## config.mk

```make
export PLATFORM = sky130hd
export DESIGN_NAME = challenge_sequencer_flat
export DESIGN_NICKNAME = d
export VERILOG_FILES = /design/src/rtl/challenge_sequencer_if.sv /design/src/rtl/challenge_sequencer.sv /design/src/flat_wrapper.sv
export SDC_FILE = /design/constraint.sdc
export NUM_CORES = 1
export LEC_CHECK = 0
export ABC_AREA = 1
export CAP_MARGIN = 40
export CORE_MARGIN = 2
export CORE_UTILIZATION = 40
export CTS_CLUSTER_SIZE = 28
export DETAILED_ROUTE_END_ITERATION = 10
export HOLD_SLACK_MARGIN = 0.12
export PLACE_DENSITY = 0.74
export SLEW_MARGIN = 15
export SYNTH_ARGS = -nofsm -noshare
export SYNTH_HDL_FRONTEND = slang
export SYNTH_SLANG_ARGS = --single-unit
```

## constraint.sdc

```tcl
create_clock -name clk -period 5.3 [get_ports clk]
set_input_delay 1.325 -clock clk [delete_from_list [all_inputs] [get_ports clk]]
set_output_delay 1.325 -clock clk [all_outputs]
set_load 0.01 [all_outputs]
```

## src/rtl/challenge_sequencer_if.sv

```systemverilog
// ============================================================================
// Module   : challenge_sequencer_if
// Purpose  : Trigger/response handshake between the sequencer and the mapping stage.
// Revision : 1.0
// ============================================================================
`default_nettype none

interface challenge_sequencer_if #(
    parameter int IN_WIDTH  = 128,
    parameter int OUT_WIDTH = 16
);
    logic                 mapTrigger;
    logic [IN_WIDTH-1:0]  mapChallenge;
    logic                 mapDone;
    logic [OUT_WIDTH-1:0] mapResponse;

    modport master (
        output mapTrigger,
        output mapChallenge,
        input  mapDone,
        input  mapResponse
    );

    modport slave (
        input  mapTrigger,
        input  mapChallenge,
        output mapDone,
        output mapResponse
    );
endinterface

`default_nettype wire

```

## src/rtl/challenge_sequencer.sv

```systemverilog
// ============================================================================
// Module   : challenge_sequencer
// Purpose  : Issues NUM_CHAL LFSR-derived challenges to a mapping stage and
//            collects its responses, with a per-challenge timeout.
// Revision : 1.0
// ============================================================================
`default_nettype none

module challenge_sequencer #(
    parameter int IN_WIDTH  = 128,
    parameter int OUT_WIDTH = 16,
    parameter int NUM_CHAL  = 8,
    parameter int TIMEOUT   = 31
) (
    input  wire logic                          clk,
    input  wire logic                          reset,
    input  wire logic                          start,
    input  wire logic [IN_WIDTH-1:0]           seed,
    output logic                               busy,
    output logic                               done,
    output logic                               error,
    output logic [NUM_CHAL*OUT_WIDTH-1:0]      respBits,
    output logic [$clog2(NUM_CHAL)-1:0]        chalIdx,
    challenge_sequencer_if.master              map_if
);

    localparam int c_IDX_W = $clog2(NUM_CHAL);
    localparam int c_TMR_W = $clog2(TIMEOUT + 1);

    // Feedback taps for x^128+x^126+x^101+x^99+1, kept relative to the MSB
    localparam int c_TAP_A = IN_WIDTH - 1;
    localparam int c_TAP_B = IN_WIDTH - 3;
    localparam int c_TAP_C = IN_WIDTH - 28;
    localparam int c_TAP_D = IN_WIDTH - 30;

    typedef enum logic [1:0] {
        S_IDLE   = 2'd0,
        S_ISSUE  = 2'd1,
        S_WAIT   = 2'd2,
        S_FINISH = 2'd3
    } state_t;

    state_t                        r_state;
    logic [c_TMR_W-1:0]            r_timer;
    logic [c_IDX_W-1:0]            r_idx;
    logic [IN_WIDTH-1:0]           r_chal;
    logic [NUM_CHAL*OUT_WIDTH-1:0] r_resp;
    logic                          r_trig;
    logic                          r_done;
    logic                          r_error;

    logic                          w_fb;
    logic [IN_WIDTH-1:0]           w_chal_next;
    logic [IN_WIDTH-1:0]           w_seed_load;
    logic                          w_last;
    logic                          w_timeout;

    assign w_fb        = r_chal[c_TAP_A] ^ r_chal[c_TAP_B] ^ r_chal[c_TAP_C] ^ r_chal[c_TAP_D];
    assign w_chal_next = {r_chal[IN_WIDTH-2:0], w_fb};
    // An all-zero seed would lock the LFSR at zero
    assign w_seed_load = (seed == '0) ? IN_WIDTH'(1) : seed;
    assign w_last      = (r_idx == c_IDX_W'(NUM_CHAL - 1));
    assign w_timeout   = (r_timer == c_TMR_W'(TIMEOUT));

    always_ff @(posedge clk or negedge reset) begin
        if (!reset) begin
            r_state <= S_IDLE;
            r_timer <= '0;
            r_idx   <= '0;
            r_chal  <= '0;
            r_resp  <= '0;
            r_trig  <= 1'b0;
            r_done  <= 1'b0;
            r_error <= 1'b0;
        end else begin
            r_trig <= 1'b0;
            r_done <= 1'b0;
            case (r_state)
                S_IDLE: begin
                    if (start) begin
                        r_chal  <= w_seed_load;
                        r_idx   <= '0;
                        r_resp  <= '0;
                        r_error <= 1'b0;
                        r_trig  <= 1'b1;
                        r_state <= S_ISSUE;
                    end
                end
                S_ISSUE: begin
                    r_timer <= '0;
                    r_state <= S_WAIT;
                end
                S_WAIT: begin
                    // A response on the final timer cycle still counts as on time
                    if (map_if.mapDone) begin
                        r_resp[32'(r_idx) * OUT_WIDTH +: OUT_WIDTH] <= map_if.mapResponse;
                        r_chal <= w_chal_next;
                        if (w_last) begin
                            r_done  <= 1'b1;
                            r_state <= S_FINISH;
                        end else begin
                            r_idx   <= r_idx + c_IDX_W'(1);
                            r_trig  <= 1'b1;
                            r_state <= S_ISSUE;
                        end
                    end else if (w_timeout) begin
                        r_error <= 1'b1;
                        r_done  <= 1'b1;
                        r_state <= S_FINISH;
                    end else begin
                        r_timer <= r_timer + c_TMR_W'(1);
                    end
                end
                S_FINISH: begin
                    r_state <= S_IDLE;
                end
                default: begin
                    r_state <= S_IDLE;
                end
            endcase
        end
    end

    assign busy                = (r_state != S_IDLE);
    assign done                = r_done;
    assign error               = r_error;
    assign respBits            = r_resp;
    assign chalIdx             = r_idx;
    assign map_if.mapTrigger   = r_trig;
    assign map_if.mapChallenge = r_chal;

endmodule

`default_nettype wire

```

## src/flat_wrapper.sv

```systemverilog
// flat-port wrapper written by rule: the top's interface ports become plain ports
module challenge_sequencer_flat 
#(
    parameter int IN_WIDTH  = 128,
    parameter int OUT_WIDTH = 16,
    parameter int NUM_CHAL  = 8,
    parameter int TIMEOUT   = 31
)
  (clk, reset, start, seed, busy, done, error, respBits, chalIdx, map_if_mapTrigger, map_if_mapChallenge, map_if_mapDone, map_if_mapResponse);
  challenge_sequencer_if #(.IN_WIDTH(IN_WIDTH), .OUT_WIDTH(OUT_WIDTH)) map_if_i ();
  input  wire logic clk;
  input  wire logic reset;
  input  wire logic start;
  input  wire logic [IN_WIDTH-1:0] seed;
  output logic busy;
  output logic done;
  output logic error;
  output logic [NUM_CHAL*OUT_WIDTH-1:0] respBits;
  output logic [$clog2(NUM_CHAL)-1:0] chalIdx;
  output wire logic [$bits(map_if_i.mapTrigger)-1:0] map_if_mapTrigger;
  output wire logic [$bits(map_if_i.mapChallenge)-1:0] map_if_mapChallenge;
  input wire logic [$bits(map_if_i.mapDone)-1:0] map_if_mapDone;
  input wire logic [$bits(map_if_i.mapResponse)-1:0] map_if_mapResponse;
  assign map_if_mapTrigger = map_if_i.mapTrigger;
  assign map_if_mapChallenge = map_if_i.mapChallenge;
  assign map_if_i.mapDone = map_if_mapDone;
  assign map_if_i.mapResponse = map_if_mapResponse;
  challenge_sequencer #(.IN_WIDTH(IN_WIDTH), .OUT_WIDTH(OUT_WIDTH), .NUM_CHAL(NUM_CHAL), .TIMEOUT(TIMEOUT)) u_core (.clk(clk), .reset(reset), .start(start), .seed(seed), .busy(busy), .done(done), .error(error), .respBits(respBits), .chalIdx(chalIdx), .map_if(map_if_i));
endmodule
```

==> PnR_summary.wiki <==
{| class="wikitable"
! Metric !! Value
|-
| Run status || completed
|-
| Depth of the worst hold-timing path || 2
|-
| Pint || about 5900 uW
|-
| Reg power frac || 0.335
|-
| Fin nets || around 2,000
|-
| Count of hold-fix buffers inserted at cts || 0
|-
| Number of maximum-capacitance constraint violations || 0
|-
| H-tree levels || 1
|-
| Routed vias/inst || 5.37
|-
| Number of enable flip-flop cells after synthesis || 0
|-
| Worst R2R Start || u_core.chalIdx[0]$_DFFE_PN0P_
|-
| Start point of the worst hold path || u_core.respBits[19]$_DFFE_PN0P_
|-
| Post-synthesis mux area share || 0
|-
| Commonest cells after routing, fill and taps aside || clkdlybuf4s50_1 (409), dfrtp_1 (269), a21oi_1 (255), nor2_1 (229), nand2_1 (211)
|-
| CP Cell Sequence || clkdlybuf4s50_1 > inv_1 > o21ai_4 > buf_4 > buf_16 > buf_4 > o21ai_0 > inv_1 > nand2_1 > nand2_1
|-
| TritonCTS Buffers || 30
|-
| Sequential cell area in the final layout || 0.00673 sq mm
|-
| Top cell type by total area after synthesis || dfrtp_1
|-
| Cell with the largest stage delay on the worst path || buf_4
|-
| Starting density of the core || 0.407
|-
| Synthesized instance count || 1,430
|-
| Final weighted congestion in routability-driven placement || 0.860
|-
| Clock tree skew after final layout || 0.0191 ns
|-
| Setup TNS || 0 ns
|-
| Critical path data required time || between 5 and 6 ns
|-
| Via Count || 11,932
|-
| Total length of routed wires || 42.6 mm
|-
| Combinational share of power || 0.431
|-
| Proportion of synthesized flip-flops having asynchronous set or reset || 1.00
|-
| RSZ-0062 raised after global routing || no
|-
| Reg2reg path depth || 9
|-
| Kind of capture point of the worst setup path || flop
|-
| Latest clock arrival within the worst-skew pair || 0.56 ns
|-
| Clock transition at path regs || 0.06 ns
|-
| Power density of the placed cells || 544 mW/mm^2
|-
| CTS tree || built
|-
| Critical path start-end classification || in -> reg
|-
| Number of antenna violations at the first check in global routing || 5
|-
| Placeable core region || 0.0296 sq mm
|-
| Area grow syn2layout || 45.8%
|-
| Final ANT Viol Nets || 0
|-
| Relative contribution of the clock network to total power || 0.234
|-
| Parity-gate share of the synthesized area counting xor and xnor cells || 0.00218
|-
| Max-slew violation count || 0
|-
| Static leakage || 0.00746 uW
|-
| First-pass GRT wire length || 64.5 mm
|-
| Bufs on Longest Clock Path || 3
|-
| Syn_nets || between 1,500 and 2,000
|-
| Stage delay of the slowest cell on the critical path || 0.57 ns
|-
| Hold EP || u_core.respBits[19]$_DFFE_PN0P_
|-
| Post-synthesis register bit count || 269
|-
| Number of global-route vias before repair || ~12,000
|-
| Switching Share || 0.387
|-
| Endpoints failing hold || 0
|-
| Worst-path fanout max || 58
|-
| Worst-case headroom to the max-slew limit || 0.364
|-
| Setup violators final || 0
|-
| Setup Fix Bufs, Post-CTS || 0
|-
| Share of the synthesized area in compound gates (AO/OA/AOI/OAI) || 0.183
|-
| Multi-input logic area || roughly 0.0044 sq mm
|-
| Post-synthesis instance area || between 0.01 and 0.015 sq mm
|-
| Clock tree sinks || 269
|-
| Die X-Extent || 178 microns
|-
| Leading cell type in the layout, fill and taps excluded || clkdlybuf4s50_1
|-
| Worst r2r dst || u_core.respBits[60]$_DFFE_PN0P_
|-
| Global-route usage over all layers || 0.261
|-
| Top flip-flop cell by instance count after synthesis || dfrtp_1
|-
| Largest net degree at the start of global routing || 123
|-
| Kind of path behind the tightest hold check || reg -> reg
|-
| Count of buffering cells on the critical path with inverters included || 6
|-
| Portion of the post-synthesis area used by sequential elements || 0.559
|-
| Area contributors post-synth || dfrtp_1 (56%), a21oi_1 (11%), nor2_1 (7.1%)
|-
| Number of DRC markers in iteration 0 || 959
|-
| Distinct cell type count of the synthesized netlist || 30
|-
| Total of fill cells in the finished design || 2,585
|-
| Worst vdd rail ir drop || 0.326 mV
|-
| Worst path setup slack after routing || about 2.0 ns
|-
| Row Count || 63
|-
| Main combinational cell family by area after synthesis || compound AO/OA/AOI/OAI gates
|-
| Dominant delay contributor by cell family on the critical path || buffers and inverters
|-
| Per-cell routed wire length || around 19 microns
|-
| Post-Synth Adder-Cell Area || 0.00727
|-
| Number of design rule violations left after detail routing || 0
|-
| Height of the chip || 178 microns
|-
| Post-layout min period || 3.29 ns
|-
| Net switching component of the power || ~3700 uW
|-
| FF-to-FF setup slack || roughly 2.2 ns
|-
| Half-perimeter wire length of the detailed placement result || approximately 30 mm
|-
| Ports || between 400 and 500
|-
| Share of cells above drive strength 1 || 0.0438
|-
| Remaining global-route overflow || 0
|-
| Router iterations before antenna repair || 6
|-
| Final worst-path cycle share || 0.621
|-
| Sort of element at the start of the critical path || primary input
|-
| Area share of the largest cell type after synthesis || 0.559
|-
| Area of the die || between 0.03 and 0.04 sq mm
|-
| Worst slack at placement || between 1 and 1.5 ns
|-
| Root Buffer Master || clkbuf_16
|-
| Average cell area after synthesis || 8.43 sq um
|-
| Post-route worst hold slack || about 0.5 ns
|-
| Input/output buffers || 410
|-
| Actual slew at the worst max-slew pin || 0.954 ns
|-
| Count of cells resized by post-cts repair || 0
|-
| Arrival time of the worst setup path || approximately 3.8 ns
|-
| Maximum operating frequency || 304 MHz
|-
| Worst path depth || 10
|-
| Number of warnings printed during yosys synthesis || 0
|-
| Area fraction in and, or, nand and nor cells after synthesis || 0.171
|}
[kinds of logic (layout without fill, tap and decap cells)]
family,count (synthesis),count (layout)
adder cells (fa/ha/maj),7,7
flip-flops,269,269
buffers and inverters,232,630
AO/OA/AOI/OAI,403,403
XOR/XNOR,3,3
AND/OR/NAND/NOR,516,516
other,0,5
[per-stage QoR]
step	power, uW	area [sq um]	util	std cells
final	9550	17600	0.593	2223
after floorplan	5250	12100	-	1430
after CTS	9580	17600	0.592	2218
after global routing	10100	17600	0.593	2221
after detailed placement	7320	16500	0.556	2162
after global placement	7170	16400	0.552	2156
[worst max path at each step]
stage              startpoint                                   endpoint  slack, ns
2_1_floorplan  map_if_mapDone            u_core.respBits[38]$_DFFE_PN0P_       2.88
3_3_place_gp   map_if_mapDone  u_core.map_if.mapChallenge[0]$_DFFE_PN0P_       1.25
3_5_place_dp   map_if_mapDone  u_core.map_if.mapChallenge[0]$_DFFE_PN0P_       1.44
4_1_cts        map_if_mapDone  u_core.map_if.mapChallenge[0]$_DFFE_PN0P_       2.02
5_1_grt        map_if_mapDone  u_core.map_if.mapChallenge[0]$_DFFE_PN0P_       1.88
6_report       map_if_mapDone  u_core.map_if.mapChallenge[0]$_DFFE_PN0P_       2.01
[cell usage after synthesis (4+ instances only)]
cell,n
nand4_1,4
nor2_1,229
o22ai_1,102
clkbuf_1,42
o21ai_0,34
dfrtp_1,269
nand3_1,66
inv_1,144
nand2_1,211
ha_1,7
a21oi_1,255
buf_2,36
buf_4,4
[worst reg2reg max path, stage by stage (launching register included)]
cell and delay, ns:
dfrtp_1 0.49, inv_2 0.14, ha_1 0.25, ha_1 0.20, inv_1 0.12, nand2_1 0.10
nor2_1 0.14, nand2_1 0.43, a21oi_2 0.85, o22ai_1 0.19
[power groups by stage]
stage / logic, uW / clock network, uW / registers, uW
5_1_grt: 4490 / 2350 / 3270
6_report: 4120 / 2230 / 3200
3_3_place_gp: 3980 / 0 / 3200
2_1_floorplan: 1890 / 0 / 3360
4_1_cts: 4130 / 2260 / 3190
3_5_place_dp: 4110 / 0 / 3200
[state kept, by name, summed over array words and instances, names as in the netlist]
register	count
u_core.map_if.mapChallenge	128
u_core.respBits	128
u_core.r_timer	5
u_core.chalIdx	3
u_core.r_state	2
u_core.done	1
u_core.error	1
u_core.map_if.mapTrigger	1
[cell type report]
cell class                 count  area share
inverter                     148      0.0319
timing repair buffer         426       0.245
tap                          390      0.0278
multi-input combinational    929       0.250
sequential                   269       0.383
clock inverter                 6     0.00613
antenna                        5    0.000712
clock buffer                  50      0.0556
[metal layers]
metal	routed length, microns	part of all wire	track usage
met3	4320	0.10	0.0769
met4	2170	0.051	0.129
met1	16100	0.38	0.318
met5	13	0.00031	0
met2	20000	0.47	0.423
(Power assumes the default switching activity.)
